$ cat src/rtl/serial_subtractor.sv
// Slice-serial unsigned subtractor: diff = in1 - in2 (mod 2^WIDTH), BITS_PER_CYCLE bits per clock,
// with a registered borrow chain. A one-cycle done pulse marks the result, which holds until the next run.
module serial_subtractor #(
    parameter int WIDTH          = 32,
    parameter int BITS_PER_CYCLE = 1
) (
    input  logic             clk,
    input  logic             rst_n,
    input  logic             start,
    input  logic [WIDTH-1:0] in1,
    input  logic [WIDTH-1:0] in2,
    output logic             busy,
    output logic             done,
    output logic [WIDTH-1:0] diff,
    output logic             bout
);

    localparam int B  = BITS_PER_CYCLE;
    localparam int N  = WIDTH / BITS_PER_CYCLE;
    localparam int CW = (N > 1) ? $clog2(N) : 1;

    generate
        if (BITS_PER_CYCLE < 1 || (WIDTH % BITS_PER_CYCLE) != 0) begin : g_bad_param
            $error("serial_subtractor: BITS_PER_CYCLE must divide WIDTH exactly");
        end
    endgenerate

    typedef enum logic [1:0] {
        S_IDLE,
        S_RUN,
        S_DONE
    } state_t;

    state_t            state;
    state_t            next_state;
    logic              load;
    logic              step;
    logic [WIDTH-1:0]  a_sr;
    logic [WIDTH-1:0]  b_sr;
    logic [CW-1:0]     cnt;
    logic              borrow;
    logic [B:0]        slice_sum;
    logic [WIDTH+B-1:0] diff_cat;

    // a - b - borrow done as a + ~b + ~borrow; the slice borrow is the inverted carry
    assign slice_sum = {1'b0, a_sr[B-1:0]} + {1'b0, ~b_sr[B-1:0]} + {{B{1'b0}}, ~borrow};
    assign diff_cat  = {slice_sum[B-1:0], diff};

    always_ff @(posedge clk) begin
        if (!rst_n) begin
            state <= S_IDLE;
        end else begin
            state <= next_state;
        end
    end

    always_comb begin
        next_state = state;
        load       = 1'b0;
        step       = 1'b0;
        busy       = 1'b0;
        done       = 1'b0;
        case (state)
            S_IDLE: begin
                if (start) begin
                    load       = 1'b1;
                    next_state = S_RUN;
                end
            end
            S_RUN: begin
                busy = 1'b1;
                step = 1'b1;
                if (cnt == CW'(N - 1)) begin
                    next_state = S_DONE;
                end
            end
            S_DONE: begin
                done = 1'b1;
                if (start) begin
                    load       = 1'b1;
                    next_state = S_RUN;
                end else begin
                    next_state = S_IDLE;
                end
            end
            default: next_state = S_IDLE;
        endcase
    end

    // bout is kept apart from the working borrow so the previous result survives the load cycle
    always_ff @(posedge clk) begin
        if (!rst_n) begin
            a_sr   <= '0;
            b_sr   <= '0;
            cnt    <= '0;
            borrow <= 1'b0;
            diff   <= '0;
            bout   <= 1'b0;
        end else if (load) begin
            a_sr   <= in1;
            b_sr   <= in2;
            cnt    <= '0;
            borrow <= 1'b0;
        end else if (step) begin
            a_sr   <= a_sr >> B;
            b_sr   <= b_sr >> B;
            cnt    <= cnt + CW'(1);
            borrow <= ~slice_sum[B];
            diff   <= diff_cat[WIDTH+B-1:B];
            bout   <= ~slice_sum[B];
        end
    end

endmodule
$ cat config.mk
export PLATFORM = sky130hd
export DESIGN_NAME = serial_subtractor
export DESIGN_NICKNAME = d
export VERILOG_FILES = /design/src/rtl/serial_subtractor.sv
export SDC_FILE = /design/constraint.sdc
export NUM_CORES = 1
export LEC_CHECK = 0
export ABC_AREA = 1
export CORE_UTILIZATION = 55
export DETAILED_ROUTE_END_ITERATION = 16
export PLACE_DENSITY_LB_ADDON = 0.15
export SLEW_MARGIN = 20
export SYNTH_ARGS = -nofsm -noshare
export SYNTH_HDL_FRONTEND = slang
export SYNTH_SLANG_ARGS = --single-unit
$ cat constraint.sdc
create_clock -name clk -period 1.9 [get_ports clk]
set_clock_uncertainty 0.2 [all_clocks]
set_input_delay 0.38 -clock clk [delete_from_list [all_inputs] [get_ports clk]]
set_output_delay 0.38 -clock clk [all_outputs]
set_load 0.01 [all_outputs]
# Yosys cells after proc, flatten, opt, wreduce, memory -nomap -nowiden
# Cells that the tools add are included.
# word_totals
register_bits	105
inputBits	67
elab_cells	38
# op_classes
add_sub_neg	3
n_eq_ne	5
n_mux	12
bitwise	5
reduce_logical	6
# op_table
op	count
two-way mux 32 bit	4
case mux 2 bit (3 select lines)	1
adder 5 x 1 -> 5 bit, second input constant	1
== test 5 bit, second input constant	1
two-way mux 1 bit	5
NOT 1 bit	5
two-way mux 2 bit	2
!= test 2 bit, second input constant	2
AND reduction 2 bit	2
OR reduction 2 bit	2
adder 1 x 1 -> 2 bit	1
adder 2 x 1 -> 2 bit	1
== test 2 x 1 -> 1 bit, second input constant	1
== test 2 bit, second input constant	1
zero test 2 bit	1
nonzero test 2 bit	1

# Longest topological paths before layout
# Gate-level depths: netlist of the first run.
# depth
ltp_word	5
ltp_mapped	8
depth_no_buf	7

# Worst setup path before layout of the first run
# Ideal clock, no wire load.
# synth_path
kind	register to output
start	register state[0]
end	output port done
arrival_ns	0.823
required_time_ns	1.320
setup_slack_ns	0.497
path_stages_with_launch	4
path_cell_list	dfxtp_1 -> buf_4 -> buf_4 -> nor2_1
# synth_via
elab_chain_len	2
# synth_rtl
element	line_no	text
start, declared	34	state_t state;
start signal, assigned	53	state <= next_state;
== test 2 bit	63	case (state)
two-way mux 1 bit	63	
end, declared	13	output logic done,
# No other way between the ends.

# Worst setup path in the final report of the first run
# layout_path
start	register diff[31]
end	output port diff[31]
# layout_lines
element	line_no	text
start, declared	14	output logic [WIDTH-1:0] diff,
start signal, assigned	109	diff <= diff_cat[WIDTH+B-1:B];
# No word-level cell between the ends.

==> flow_summary.ini, run 1 <==
[status]
status = finished clean

[setup_path]
path_buf_inv = 1
start_kind = register
cp_slowest_cell = clkdlybuf4s50_1
rr_worst_depth = 8
end_kind = output pin
r2r_start = state[0]
r2r_slack_ns = 0.20
cp_cell_sequence = clkdlybuf4s50_1
r2r-end = b_sr[2]
cpPeakStageDelay_ns = 0.55
worstPathArrival_ns = 1.28
crit_path_max_fanout = 3
path_class = register to output pin
crit_family = buffers and inverters
crit_required_ns = 1.32

[route]
first_iter_violations = 129
vias = 4499
ant_nets = 0
dr.pass1.iters = 6
vias_per_cell = 4.864
drc_errors = 0
wl_mm = 10.91
post_drt_wl_per_cell_um = 11.80

[synth]
yosysWarnings = 0
yosys_register_bits = 105
syn-cell-area_um2 = 4773
synthCells = 729
synth.distinct_cells = 19
synth_area_leader_cell = dfxtp_1
synth-seq-area-share_pct = 44.04
syn_area_per_cell_um2 = 6.548
yosysTopAreaCellShare_pct = 44.04
synthTopCellsByArea = dfxtp_1 44%, nand2_1 12%, nor2_1 11%, inv_1 8.3%, o21ai_0 7.0%
syn_nets = 799

[final_layout]
fill_cells = 676
stdcell_area_um2 = 6125
post-route-util_pct = 73.80
mostFrequentLayoutCell = nand2_1
final_layout_size_suffix_gt1_share_pct = 5.488
insertedDiodeCount = 0
num-nets-final = 885
areaGrowthSynthToFinish_pct = 28.31
final_cell_mix = 158 x nand2_1, 143 x nor2_1, 105 x inv_1

[floorplan]
rows = 33
dieArea_um2 = 9055
die_w_um = 95.16
core_area_um2 = 8299
num_io_pins = 102
fp.dieH_um = 95.16
start_util_pct = 57.52

[grt]
grt_max_degree = 105
overflow = 0
antenna_found_initial = 0
grt_pass1_wl_mm = 17.82
track_usage_pct = 24.76
grt_pass1_vias = 4159

[placed_design]
hpwl_mm = 6.958
pre_cts_ws_ns = -0.005402
gp_congestion = 0.7483
port_buffers = 101
post_dp_cell_area_um2 = 5846

[timing]
final_max_slew_viol_count = 0
tns_ns = 0
setup_viol = 0
clock.fmax_mhz = 536.6
rsz0062_at_grt = no
slew_headroom_pct = 75.81
min_period_ns = 1.863
fin_crit_sh_pct = 98.08
setup_ws_ns = 0.03652
hold_violations = 0
worst-slew-pin-transition_ns = 0.3628

[clocking]
post_cts_buffers = 0
cts_root_buffer = clkbuf_8
cts_made_buffers = 9
tritoncts = built
cts_htree_levels = 3
cts_buffer_depth = 2
clock_sinks = 105
clk_pin_slew_ns = 0.11
clock_latency_ns = 0.38

[run]
max-cap-violations = 0

[power]
leakage_uw = 0.003234
p_int_uw = 3371
pwr-share-clk_pct = 28.0
combPwrFrac_pct = 20.3
sequentialPowerShare_pct = 51.7
power.density_nw_per_um2 = 792.9
p_switching_uw = 1485
irDropWorstVdd_v = 0.0004049
switching_share_pct = 30.58

[min_path]
hold_depth = 3
min_path_type = input port to register
holdPathEnd = bout
min-delay-start = rst_n
-- layout make-up --
cell class	instances	area (µm²)	share of cell area [%]
well taps	105	131.4	2.145
multi-input cells	472	2036	33.24
flip-flops and latches	105	2110	34.44
clock buffers	9	123.9	2.022
repair buffers	119	1246	20.35
clock inverters	7	72.57	1.185
inverters	108	405.4	6.619
-- per-layer routing --
layer	vias up	track usage [%]	share of wire [%]
met5	-	0	0
met4	0	8.333	1.3
met3	14	6.220	6.2
met2	113	43.57	48
met1	1985	29.16	44
li1	2387	-	-
-- worst max-delay path by stage --
stage             start        to  slack (ns)  cells after the start
3_5_place_dp      start  b_sr[26]      -0.005                      7
6_report       diff[31]  diff[31]        0.04                      1
2_1_floorplan  state[0]      done        0.50                      3
3_3_place_gp      start  b_sr[26]        0.03                      7
5_1_grt            bout      bout       0.001                      1
4_1_cts        diff[22]  diff[22]       0.005                      1
-- stage by stage --
stage	hold slack [ns]	total power, µW	std cells
final	0.1641	4856	925
after CTS	0.1517	4883	924
after global placement	0.2565	3504	908
after floorplan	0.2488	3142	729
after detailed placement	0.2580	3540	908
after global routing	0.1645	5126	925
-- kinds of logic after synthesis --
kind of cell	count (synthesis)	share of synthesized area, %
buffers and inverters	152	13.42
XOR/XNOR	1	0.1835
flip-flops	105	44.04
AO/OA/AOI/OAI	101	10.64
AND/OR/NAND/NOR	367	30.77
adder cells (fa/ha/maj)	3	0.9436
-- state kept, by name (all words and copies together), names as in the netlist --
signal / cells
bout: 1
a_sr: 32
b_sr: 32
diff: 32
cnt: 5
state: 2
borrow: 1
-- Yosys cell counts --
cell      number
nand2_1      158
nor2_1       143
dfxtp_1      105
inv_1        105
o21ai_0       67
nand3_1       62
a21oi_1       33
buf_2         17
buf_4         13
clkbuf_1      12
inv_2          3
buf_1          2
ha_1           2
nand2_2        2
fa_1           1
nor2_4         1
nor3_1         1
o21bai_1       1
xor2_1         1
-- repair_timing --
| action | 4_1_cts | 5_1_grt |
|---|---|---|
| gates resized for setup | 8 | 24 |
| cloned | 0 | 1 |
| hold buffers | 0 | 0 |
| setup endpoints to repair | 6 | 38 |
| hold endpoints to repair | 0 | 0 |
-- power by group through the flow --
stage,clock network [µW],logic (µW),registers (µW)
floorplan,0,581,2560
global placement,0,955,2550
detailed placement,0,982,2560
CTS,1390,984,2510
global route,1480,1110,2540
finish,1360,986,2510
Note: power is estimated with default switching activity, not from simulation.
==> run 2: changes to the inputs <==
Settings changed: CORE_MARGIN set to 3.
==> run 2 against run 1 <==
Power fell by 0.34%. Sequential share of layout area fell by 0.32 points. First-iteration DRC count rose by 41%. Cell area rose by 0.69%. Clock-buffer cell count did not move. Combinational power barely moved. Maximum frequency barely moved. Sequential cell count did not move. Clock power barely moved. Setup slack barely moved. Global-route usage fell by 2.6 points. Final cell count rose by 0.32%.
==> flow_summary.ini, run 2 (same netlist as run 1, synthesis figures left out) <==
[setup_path]
cp_cell_sequence = clkdlybuf4s50_1
cpPeakStageDelay_ns = 0.55
crit_path_max_fanout = 3
start_kind = register
cp_slowest_cell = clkdlybuf4s50_1
path_class = register to output pin
crit_required_ns = 1.32
worstPathArrival_ns = 1.28
end_kind = output pin
path_buf_inv = 1
crit_family = buffers and inverters

[route]
wl_mm = 10.77
first_iter_violations = 182
vias = 4581
drc_errors = 0
dr.pass1.iters = 5
vias_per_cell = 4.936
ant_nets = 0
post_drt_wl_per_cell_um = 11.60

[grt]
antenna_found_initial = 0
grt_max_degree = 66
overflow = 0
track_usage_pct = 22.11
grt_pass1_wl_mm = 18.17
grt_pass1_vias = 4251

[floorplan]
die_w_um = 99.16
dieArea_um2 = 9833
fp.dieH_um = 99.16
start_util_pct = 57.23
num_io_pins = 102
rows = 33
core_area_um2 = 8341

[clocking]
cts_root_buffer = clkbuf_8
hold_buffers = 0
cts_buffer_depth = 2
tritoncts = built
cts_resized = 10
post_cts_buffers = 0
clk_pin_slew_ns = 0.10
clock_sinks = 105
clock_latency_ns = 0.37
cts_made_buffers = 9
cts_htree_levels = 3

[power]
leakage_uw = 0.003227
p_switching_uw = 1455
pwr-share-clk_pct = 27.4
power.density_nw_per_um2 = 784.8
irDropWorstVdd_v = 0.0005045
combPwrFrac_pct = 20.7
sequentialPowerShare_pct = 51.8
p_int_uw = 3385
switching_share_pct = 30.06

[run]
max-cap-violations = 0

[placed_design]
post_dp_cell_area_um2 = 5938
gp_congestion = 0.7928
port_buffers = 101
hpwl_mm = 7.240
dp.cells = 912
pre_cts_ws_ns = -0.03500

[timing]
hold_slack_ns = 0.1417
hold_violations = 0
setup_ws_ns = 0.03620
setup_viol = 0
min_period_ns = 1.864
rsz0062_at_grt = no
final_max_slew_viol_count = 0
clock.fmax_mhz = 536.5
slew_headroom_pct = 75.57
worst-slew-pin-transition_ns = 0.3665
fin_crit_sh_pct = 98.09

[final_layout]
areaGrowthSynthToFinish_pct = 29.20
fill_cells = 679
num-nets-final = 888
top_regs = a_sr x32, b_sr x32, diff x32
insertedDiodeCount = 0
final_cells = 928
stdcell_area_um2 = 6167
final_layout_size_suffix_gt1_share_pct = 5.589
mostFrequentLayoutCell = nand2_1
final_cell_mix = 158 x nand2_1, 143 x nor2_1, 105 x inv_1

[status]
status = finished clean

[min_path]
min_path_type = input port to register
==> run 2: final timing paths <==
kind                                from       end  slack (ns)  cells after the start
worst max-delay path            diff[30]  diff[30]        0.04                      1
worst min-delay path               rst_n  a_sr[31]        0.14                      3
worst max register to register  state[1]    cnt[3]        0.18                      8
worst min register to register      bout      bout        0.28                      2
==> run 2: layout make-up <==
cell class / instances / area [µm²] / share of cell area [%]
repair buffers: 122 / 1295 / 21.00
multi-input cells: 472 / 2036 / 33.01
flip-flops and latches: 105 / 2105 / 34.12
well taps: 105 / 131.4 / 2.130
clock inverters: 7 / 71.32 / 1.156
inverters: 108 / 405.4 / 6.573
clock buffers: 9 / 123.9 / 2.009
==> run 2: metrics by stage <==
stage               setup TNS [ns]  util, %  power (µW)
CTS                              0    73.42        4889
global route                     0    73.94        5116
detailed placement         -0.5459    71.20        3576
global placement          -0.03394    71.20        3541
finish                           0    73.94        4840
floorplan                        0        -        3142
==> run 2: routing by layer <==
| metal | GRT usage, % | routed length (µm) | vias up |
|---|---|---|---|
| li1 | - | - | 2398 |
| met1 | 26.60 | 4806 | 2069 |
| met2 | 38.79 | 5225 | 102 |
| met3 | 5.189 | 589 | 12 |
| met4 | 7.458 | 147 | 0 |
| met5 | 0 | 0 | - |
==> run 2: power groups by stage <==
stage | Clock [µW] | Sequential [µW] | Combinational [µW]
after detailed placement | 0 | 2560 | 1020
after global routing | 1450 | 2530 | 1140
after floorplan | 0 | 2560 | 581
final | 1330 | 2510 | 1000
after global placement | 0 | 2550 | 990
after CTS | 1360 | 2510 | 1020
